File: config.mk
export PLATFORM = sky130hd
export DESIGN_NAME = mips_instr_fetch
export DESIGN_NICKNAME = d
export VERILOG_FILES = /design/src/rtl/mips_fetch_pkg.sv /design/src/rtl/mips_instr_fetch_mem.sv /design/src/rtl/mips_instr_fetch.sv
export SDC_FILE = /design/constraint.sdc
export NUM_CORES = 1
export LEC_CHECK = 0
export CAP_MARGIN = 20
export CORE_AREA = 2 2 194 196
export CTS_CLUSTER_SIZE = 30
export DETAILED_ROUTE_END_ITERATION = 6
export DIE_AREA = 0 0 196 198
export GPL_TIMING_DRIVEN = 0
export PLACE_DENSITY_LB_ADDON = 0.08
export REMOVE_ABC_BUFFERS = 1
export SETUP_SLACK_MARGIN = 0.15
export SYNTH_ARGS = -nofsm -noshare
export SYNTH_HDL_FRONTEND = slang
export SYNTH_HIERARCHICAL = 1
export SYNTH_SLANG_ARGS = --single-unit
File: constraint.sdc
create_clock -name clock -period 4.9 [get_ports clock]
set_input_delay 0.49 -clock clock [delete_from_list [all_inputs] [get_ports clock]]
set_output_delay 0.49 -clock clock [all_outputs]
set_load 0.005 [all_outputs]
File: src/rtl/mips_fetch_pkg.sv
// Types and constants shared by the instruction fetch stage and the
// single-cycle MIPS execute core it feeds.
package mips_fetch_pkg;

  localparam int FETCH_DEPTH = 16;
  localparam int FETCH_AW    = 4;

  localparam logic [31:0] HALT_WORD = 32'hFFFF_FFFF;

  typedef enum logic [1:0] {
    ST_IDLE  = 2'd0,
    ST_READ  = 2'd1,
    ST_ISSUE = 2'd2,
    ST_HALT  = 2'd3
  } fetch_state_e;

  // Primary opcodes (instr[31:26]) understood by the execute core
  localparam logic [5:0] OP_RTYPE = 6'h00;
  localparam logic [5:0] OP_ADDI  = 6'h08;
  localparam logic [5:0] OP_ADDIU = 6'h09;
  localparam logic [5:0] OP_SLTI  = 6'h0A;
  localparam logic [5:0] OP_ANDI  = 6'h0C;
  localparam logic [5:0] OP_ORI   = 6'h0D;
  localparam logic [5:0] OP_LUI   = 6'h0F;

  // R-type function codes (instr[5:0])
  localparam logic [5:0] FN_SLL  = 6'h00;
  localparam logic [5:0] FN_SRL  = 6'h02;
  localparam logic [5:0] FN_SRA  = 6'h03;
  localparam logic [5:0] FN_ADD  = 6'h20;
  localparam logic [5:0] FN_SUB  = 6'h22;
  localparam logic [5:0] FN_AND  = 6'h24;
  localparam logic [5:0] FN_OR   = 6'h25;
  localparam logic [5:0] FN_SLTU = 6'h2B;

  function automatic logic [5:0] opcode_of(input logic [31:0] instr);
    return instr[31:26];
  endfunction

  function automatic logic [5:0] funct_of(input logic [31:0] instr);
    return instr[5:0];
  endfunction

endpackage

File: src/rtl/mips_instr_fetch_mem.sv
// Program RAM: one synchronous write port, one synchronous read port with
// a single cycle of latency and read-old-data on an address collision.
module instr_mem #(
  parameter int DEPTH = 16,
  parameter int AW    = 4
) (
  input  logic          clock,
  input  logic          wr_en_i,
  input  logic [AW-1:0] wr_addr_i,
  input  logic [31:0]   wr_data_i,
  input  logic [AW-1:0] rd_addr_i,
  output logic [31:0]   rd_data_o
);

  logic [31:0] mem_q [DEPTH];

  // NOTE: the array has no reset branch so it maps onto block RAM; the
  // non-blocking read and write in one process give read-before-write.
  always_ff @(posedge clock) begin
    if (wr_en_i) begin
      mem_q[wr_addr_i] <= wr_data_i;
    end
    rd_data_o <= mem_q[rd_addr_i];
  end

endmodule

File: src/rtl/mips_instr_fetch.sv
// Fetch sequencer: walks the program RAM from address 0 and hands one
// instruction at a time to the execute core, in free-run or single-step.
module mips_instr_fetch #(
  parameter int          DEPTH     = 16,
  parameter int          AW        = 4,
  parameter logic [31:0] HALT_WORD = mips_fetch_pkg::HALT_WORD
) (
  input  logic          clock,
  input  logic          reset,
  input  logic          load_en,
  input  logic [AW-1:0] load_addr,
  input  logic [31:0]   load_data,
  input  logic          run_mode,
  input  logic          step,
  input  logic          hold,
  input  logic          restart,
  output logic [31:0]   instruction,
  output logic          instr_valid,
  output logic [AW-1:0] pc,
  output logic          halted
);

  import mips_fetch_pkg::*;

  localparam logic [AW-1:0] LAST_PC = AW'(DEPTH - 1);

  fetch_state_e  state_q, state_d;
  logic [AW-1:0] pc_q, pc_d;
  logic [31:0]   instr_q, instr_d;
  logic          step_q;
  logic          step_rise;
  logic [31:0]   rd_data;
  logic          rd_is_halt;
  logic          at_last;

  assign step_rise  = step & ~step_q;
  assign rd_is_halt = (rd_data == HALT_WORD);
  assign at_last    = (pc_q == LAST_PC);

  // Addressing with the next pc lets the RAM word for the following fetch
  // be ready in READ even when pc advances on the same edge.
  instr_mem #(
    .DEPTH (DEPTH),
    .AW    (AW)
  ) u_mem (
    .clock     (clock),
    .wr_en_i   (load_en),
    .wr_addr_i (load_addr),
    .wr_data_i (load_data),
    .rd_addr_i (pc_d),
    .rd_data_o (rd_data)
  );

  // NOTE: sequential state is assigned with <= only, so every register
  // samples the values that were settled before the edge.
  always_ff @(posedge clock) begin
    if (reset) begin
      state_q <= ST_IDLE;
    end else begin
      state_q <= state_d;
    end
  end

  always_ff @(posedge clock) begin
    if (reset) begin
      pc_q    <= '0;
      instr_q <= '0;
      step_q  <= 1'b0;
    end else begin
      pc_q    <= pc_d;
      instr_q <= instr_d;
      step_q  <= step;
    end
  end

  // NOTE: every always_comb output gets a default first, so no path can
  // leave it unassigned and infer a latch.
  always_comb begin
    state_d = state_q;
    unique case (state_q)
      ST_IDLE: begin
        if ((run_mode | step_rise) & ~load_en) begin
          state_d = ST_READ;
        end
      end
      ST_READ: begin
        state_d = rd_is_halt ? ST_HALT : ST_ISSUE;
      end
      ST_ISSUE: begin
        if (!hold) begin
          if (at_last) begin
            state_d = ST_HALT;
          end else begin
            state_d = run_mode ? ST_READ : ST_IDLE;
          end
        end
      end
      ST_HALT: begin
        state_d = ST_HALT;
      end
      default: state_d = ST_IDLE;
    endcase
    if (restart) begin
      state_d = ST_IDLE;
    end
  end

  always_comb begin
    pc_d    = pc_q;
    instr_d = instr_q;
    if (state_q == ST_ISSUE && !hold && !at_last) begin
      pc_d = pc_q + AW'(1);
    end
    if (state_q == ST_READ && !rd_is_halt) begin
      instr_d = rd_data;
    end
    if (restart) begin
      pc_d    = '0;
      instr_d = instr_q;
    end
  end

  always_comb begin
    instr_valid = (state_q == ST_ISSUE);
    halted      = (state_q == ST_HALT);
  end

  assign instruction = instr_q;
  assign pc          = pc_q;

endmodule

==> reports/metrics.cfg, run 1 <==
[status]
status=completed

[timing]
rsz0062_at_grt=no
relSlewSlack_pct=33.4
setup_ws_ps=1600
finalMaxSlewViolations=0
finalSetupViolations=0
holdWs_ps=462
min_period_ps=3300
report.final.hold_viol_count=0
fin_crit_sh_pct=67.3
clock.fmax_mhz=303
worstMarginPinSlew_ps=994
finalClockSkew_ps=9.16

[clock_tree]
clock_sinks=583
cts.clk_slew.worst_paths_ps=60
cts_setup_buffers=0
clk_latency_ps=600
cts-root-buf=clkbuf_16
htreeDepth=2
postCtsHoldBufs=0
clock_path_buffers=3
cts_inserted_buffers=57
cts_tree=done
postCtsResizedCells=0

[global_route]
grt_pass1_wl_mm=68.1
grt_pass1_vias=10553
grt_max_degree=47
grt_usage_pct=24.6
antenna_found_initial=1
grt.overflow.total=0

[synth]
syn_area_um2=21700
yosysWarnings=6
synth_cell_types=35
syn_inst=1028
synth.avg_cell_area_um2=21.1
synth_top_area_cell=edfxtp_1
seq_area_frac_synth_pct=77.3
synthTopCellsByArea=edfxtp_1 71%, mux4_2 13%, dfxtp_1 6.5%
synth.ff_latch_count=583
synth_top_area_share_pct=70.8

[place]
port_buffers=80
dp_slack_ps=1250
dpl.hpwl_mm=27.5
gp_congestion=0.716

[floorplanning]
core_um2=37000
die_area_um2=38800
dieHeight_um=198
rows=71
initial_utilization_pct=58.8
fp.dieW_um=196
num_io_pins=81

[setup_path]
arrival_ps=3770
path_class=flip-flop to flip-flop
cp.required_ps=5370
cp_max_fo=20
start_kind=flip-flop
endpoint_kind=flip-flop

[layout]
mostFrequentLayoutCell=edfxtp_1
final_net_count=1205
n_fill_cell=2278
final_cell_mix=512 x edfxtp_1, 128 x mux4_2, 79 x clkdlybuf4s50_1, 71 x dfxtp_1, 64 x a22oi_1
syn2layout_area_growth_pct=17.9
antenna_cells=0
drive_gt1_share_pct=23.6

[detailed_routing]
first_iter_violations=894
antenna_left=0
drc=0
via_per_inst=6.29
drt_wl_total_mm=46.0
wl_per_cell_um=27.3
drtPass1Iterations=5
vias=10599

[pwr]
pwr_density_cell_nw_per_um2=388
power_mw=9.95
leakage_nw=7.96
irDropWorstVdd_mv=0.323

[worst_hold_path]
min_path_type=input port to flip-flop

[flow_run]
cap_violations=0

[layer usage]
metal	GRT usage (%)	vias up	wire length, um
met1	36.8	5628	19700
met2	38.7	411	22000
met4	7.30	2	981
li1	-	4478	-
met3	3.66	80	3370
met5	0	-	11
[layout make-up]
type / count / area, um2 / area share, %
multi-input cells: 390 / 4790 / 18.7
inverters: 1 / 3.75 / 0.0147
clock buffers: 82 / 1620 / 6.34
repair buffers: 128 / 1630 / 6.37
flip-flops and latches: 583 / 16800 / 65.6
well taps: 474 / 593 / 2.32
clock inverters: 26 / 171 / 0.669
[path summary, 6_finish.rpt]
check / startpoint / endpoint / slack [ps] / depth (start not counted)
min reg2reg: instruction[10] / instruction[10] / 470 / 2
max: pc[0] / u_mem/rd_data_o[4] / 1600 / 12
max reg2reg: pc[0] / u_mem/rd_data_o[4] / 1600 / 12
min: reset / instruction[26] / 460 / 3
[cells in the mapped netlist]
| library cell | instances |
|---|---|
| xor2_1 | 3 |
| and2_2 | 1 |
| or3b_2 | 1 |
| a2111oi_0 | 1 |
| or2b_1 | 6 |
| nor2_1 | 23 |
| nor3_1 | 5 |
| edfxtp_1 | 512 |
| and3_1 | 1 |
| a21oi_1 | 2 |
| and2_1 | 1 |
| buf_1 | 9 |
| mux4_2 | 128 |
| nand2b_1 | 60 |
| nand2_1 | 34 |
| inv_1 | 1 |
| nand3b_1 | 2 |
| and2b_2 | 1 |
| nand2b_4 | 1 |
| buf_4 | 11 |
| nor2b_1 | 3 |
| clkbuf_1 | 25 |
| a211oi_2 | 1 |
| nand3_1 | 3 |
| ha_1 | 1 |
| a31oi_1 | 1 |
| or2_2 | 1 |
| a22oi_1 | 64 |
| dfxtp_1 | 71 |
| nor3b_1 | 1 |
| nand4_1 | 9 |
| mux2i_1 | 34 |
| buf_2 | 4 |
| buf_6 | 5 |
| nor4_2 | 2 |
[kinds of logic after synthesis]
group,after synthesis,synth area share [%]
flip-flops,583,77.3
multiplexers,162,14.8
AND/OR/NAND/NOR,155,3.93
AO/OA/AOI/OAI,69,2.38
buffers and inverters,55,1.34
XOR/XNOR,3,0.121
adder cells (fa/ha/maj),1,0.0576
[flip-flops by register name, indices dropped and copies added, names as in the netlist]
register         count
u_mem/mem_q        512
pc                   4
step_q               1
instruction         32
state_q              2
u_mem/rd_data_o     32
[critical path, stage by stage, from the launching register on]
cell	delay [ps]
dfxtp_1	340
ha_1	240
a31oi_1	300
nand2_1	150
xor2_1	200
nor2_4	120
buf_12	220
buf_12	220
buf_12	230
buf_12	230
mux4_2	520
a22oi_1	260
nand2_1	110
[stage by stage]
stage	std cells	setup TNS, ps	cell area, um2	utilization, %
floorplan	974	-218890	21400	-
global placement	1528	-675400	22800	61.8
detailed placement	1576	0	23800	64.4
CTS	1684	0	25600	69.3
global route	1684	0	25600	69.3
finish	1684	0	25600	69.3
[report_power, final]
group | leakage (nW) | internal, mW | switching, mW
clock | 0.881 | 2.40 | 1.76
combinational | 1.86 | 0.110 | 0.151
sequential | 5.21 | 5.50 | 0.0270
Note: power is estimated with default switching activity, not from simulation.
==> run 2, diff against run 1 <==
--- a/config.mk
+++ b/config.mk
@@ -6,10 +6,10 @@
 export NUM_CORES = 1
 export LEC_CHECK = 0
 export CAP_MARGIN = 20
-export CORE_AREA = 2 2 194 196
+export CORE_AREA = 2 2 204 206
 export CTS_CLUSTER_SIZE = 30
 export DETAILED_ROUTE_END_ITERATION = 6
-export DIE_AREA = 0 0 196 198
+export DIE_AREA = 0 0 206 208
 export GPL_TIMING_DRIVEN = 0
 export PLACE_DENSITY_LB_ADDON = 0.08
 export REMOVE_ABC_BUFFERS = 1
==> constraint.sdc (replaced) <==
create_clock -name clock -period 2.9 [get_ports clock]
set_input_delay 0.29 -clock clock [delete_from_list [all_inputs] [get_ports clock]]
set_output_delay 0.29 -clock clock [all_outputs]
set_load 0.005 [all_outputs]
==> run 2 against run 1 <==
  * Design area up 2.8%
  * Utilization down 4.4 points
  * Clock skew up 19 ps
  * Critical path depth unchanged
  * Count of clock-buffer cells in the layout down 7
  * First-iteration DRC count up 13%
  * Register-to-register slack worse by 1400 ps
  * Via count up 0.45%
  * Combinational power up 76%
  * Global-route usage down 1.4 points
  * Worst hold slack worse by 230 ps
  * Cell count up 5.3%
==> reports/metrics.cfg, run 2 (synthesis results as in run 1) <==
[place]
gp_congestion=0.723
dpl.hpwl_mm=27.8
place_area_um2=23900
port_buffers=80
dp_slack_ps=-944
dp_cells=1635

[timing]
clock.fmax_mhz=368
relSlewSlack_pct=32.7
fin_crit_sh_pct=93.6
worstMarginPinSlew_ps=1000
min_period_ps=2720
holdWs_ps=235
finalSetupViolations=0
rsz0062_at_grt=yes
setup_ws_ps=185
fin_tns_setup_ps=0
finalMaxSlewViolations=0
report.final.hold_viol_count=0
finalClockSkew_ps=27.7

[pwr]
clockPowerShare_pct=41.8
cellInternalPower_mw=13.5
leakage_nw=8.21
combPwrFrac_pct=2.7
p_sw_mw=3.36
seqPwrFrac_pct=55.5
irDropWorstVdd_mv=0.428
switching_share_pct=20.0
pwr_density_cell_nw_per_um2=639

[clock_tree]
htreeDepth=2
postCtsHoldBufs=0
clock_path_buffers=3
clock_sinks=583
cts_tree=done
cts_inserted_buffers=57
cts.clk_slew.worst_paths_ps=60
clk_latency_ps=610
cts-root-buf=clkbuf_16

[setup_path]
endpoint_kind=flip-flop
crit_slowest_cell=mux4_2
max_stage_delay_ps=500
cp.required_ps=3380
arrival_ps=3190
path_buf_inv=4
path_class=flip-flop to flip-flop
crit_chain=ha_2 -> a31oi_4 -> nand2_2 -> xor2_1 -> nor2_4 -> buf_12 -> buf_16 -> buf_16 -> buf_8 -> mux4_2 -> a22oi_1 -> nand2_1
start_kind=flip-flop
path_delay_family=buffers and inverters
cp_max_fo=8
crit_top_cell=buf_16

[detailed_routing]
vias=10647
drc=0
via_per_inst=6.01
first_iter_violations=1007
wl_per_cell_um=27.5
antenna_left=0
drt_wl_total_mm=48.8
drtPass1Iterations=5

[floorplanning]
num_io_pins=81
initial_utilization_pct=53.6
rows=74
fp.dieW_um=206
die_area_um2=42800
core_um2=40600
dieHeight_um=208

[flow_run]
cap_violations=0

[global_route]
grt_pass1_vias=10806
grt.overflow.total=0
grt_max_degree=36
antenna_found_initial=0
grt_pass1_wl_mm=71.4
grt_usage_pct=23.3

[layout]
n_fill_cell=2705
mostFrequentLayoutCell=edfxtp_1
final_cell_mix=512 x edfxtp_1, 128 x mux4_2, 79 x clkdlybuf4s50_1, 69 x dfxtp_1, 63 x clkbuf_16
final_net_count=1236
antenna_cells=0
stdcell_count=1773
final_area_um2=26300
multi_input_area_um2=4890
ff_latch_area_um2=16800
syn2layout_area_growth_pct=21.2
max_flop_register=u_mem/mem_q
drive_gt1_share_pct=27.4
largest_register_ffs=512

[worst_hold_path]
min_path_type=input port to flip-flop

[status]
status=completed

[run 2: final timing paths]
path	slack (ps)	depth (start not counted)	endpoint	start
setup / recovery	180	12	u_mem/rd_data_o[3]	pc[1]
hold / removal	230	2	step_q	reset
setup reg to reg	180	12	u_mem/rd_data_o[3]	pc[1]
hold reg to reg	470	2	instruction[10]	instruction[10]
[run 2: what timing repair did]
action | CTS | global route
setup endpoints to repair | 32 | 30
pin swaps | 4 | 7
gates cloned | 3 | 4
setup buffers | 13 | 10
gates resized for setup | 19 | 23
[run 2: final cells by class]
type                            count  share of cell area, %
Sequential cell                   583                   63.8
Tap cell                          532                   2.53
Timing Repair Buffer              159                   8.27
Multi-Input combinational cell    390                   18.6
Clock buffer                       75                   5.95
Inverter                            1                 0.0143
Clock inverter                     33                  0.851
[run 2: power by group through the flow]
stage | Sequential (mW) | Combinational, mW | Clock [mW]
after global placement | 9.52 | 0.409 | 0
final | 9.34 | 0.460 | 7.03
after detailed placement | 9.52 | 0.450 | 0
after CTS | 9.34 | 0.459 | 7.16
after floorplan | 9.50 | 0.168 | 0
after global routing | 9.35 | 0.497 | 7.47
[run 2: metal layers]
metal | track usage [%] | vias up | routed length (um)
li1 | - | 4557 | -
met2 | 34.4 | 347 | 22600
met5 | 0 | - | 0
met4 | 6.87 | 0 | 1160
met3 | 3.85 | 74 | 3080
met1 | 36.1 | 5669 | 22000
[run 2: per-stage QoR]
step | utilization, % | power, mW
3_3_place_gp | 56.5 | 9.93
3_5_place_dp | 59.0 | 9.97
4_1_cts | 64.2 | 17.0
5_1_grt | 64.9 | 17.3
2_1_floorplan | - | 9.67
6_report | 64.9 | 16.8
[run 2: worst register-to-register path: stages, from the launching register on]
cell and delay [ps]:
dfxtp_2 340, ha_2 200, a31oi_4 210, nand2_2 110, xor2_1 190, nor2_4 160
buf_12 140, buf_16 120, buf_16 150, buf_8 160, mux4_2 510, a22oi_1 200
nand2_1 90
==> run 3, diff against run 2 <==
--- a/config.mk
+++ b/config.mk
@@ -5,6 +5,7 @@
 export SDC_FILE = /design/constraint.sdc
 export NUM_CORES = 1
 export LEC_CHECK = 0
+export ABC_CLOCK_PERIOD_IN_PS = 2900
 export CAP_MARGIN = 20
 export CORE_AREA = 2 2 204 206
 export CTS_CLUSTER_SIZE = 30
==> results of run 3 <==
Same layout as run 2: the final DEF is identical, and so are final timing and power.
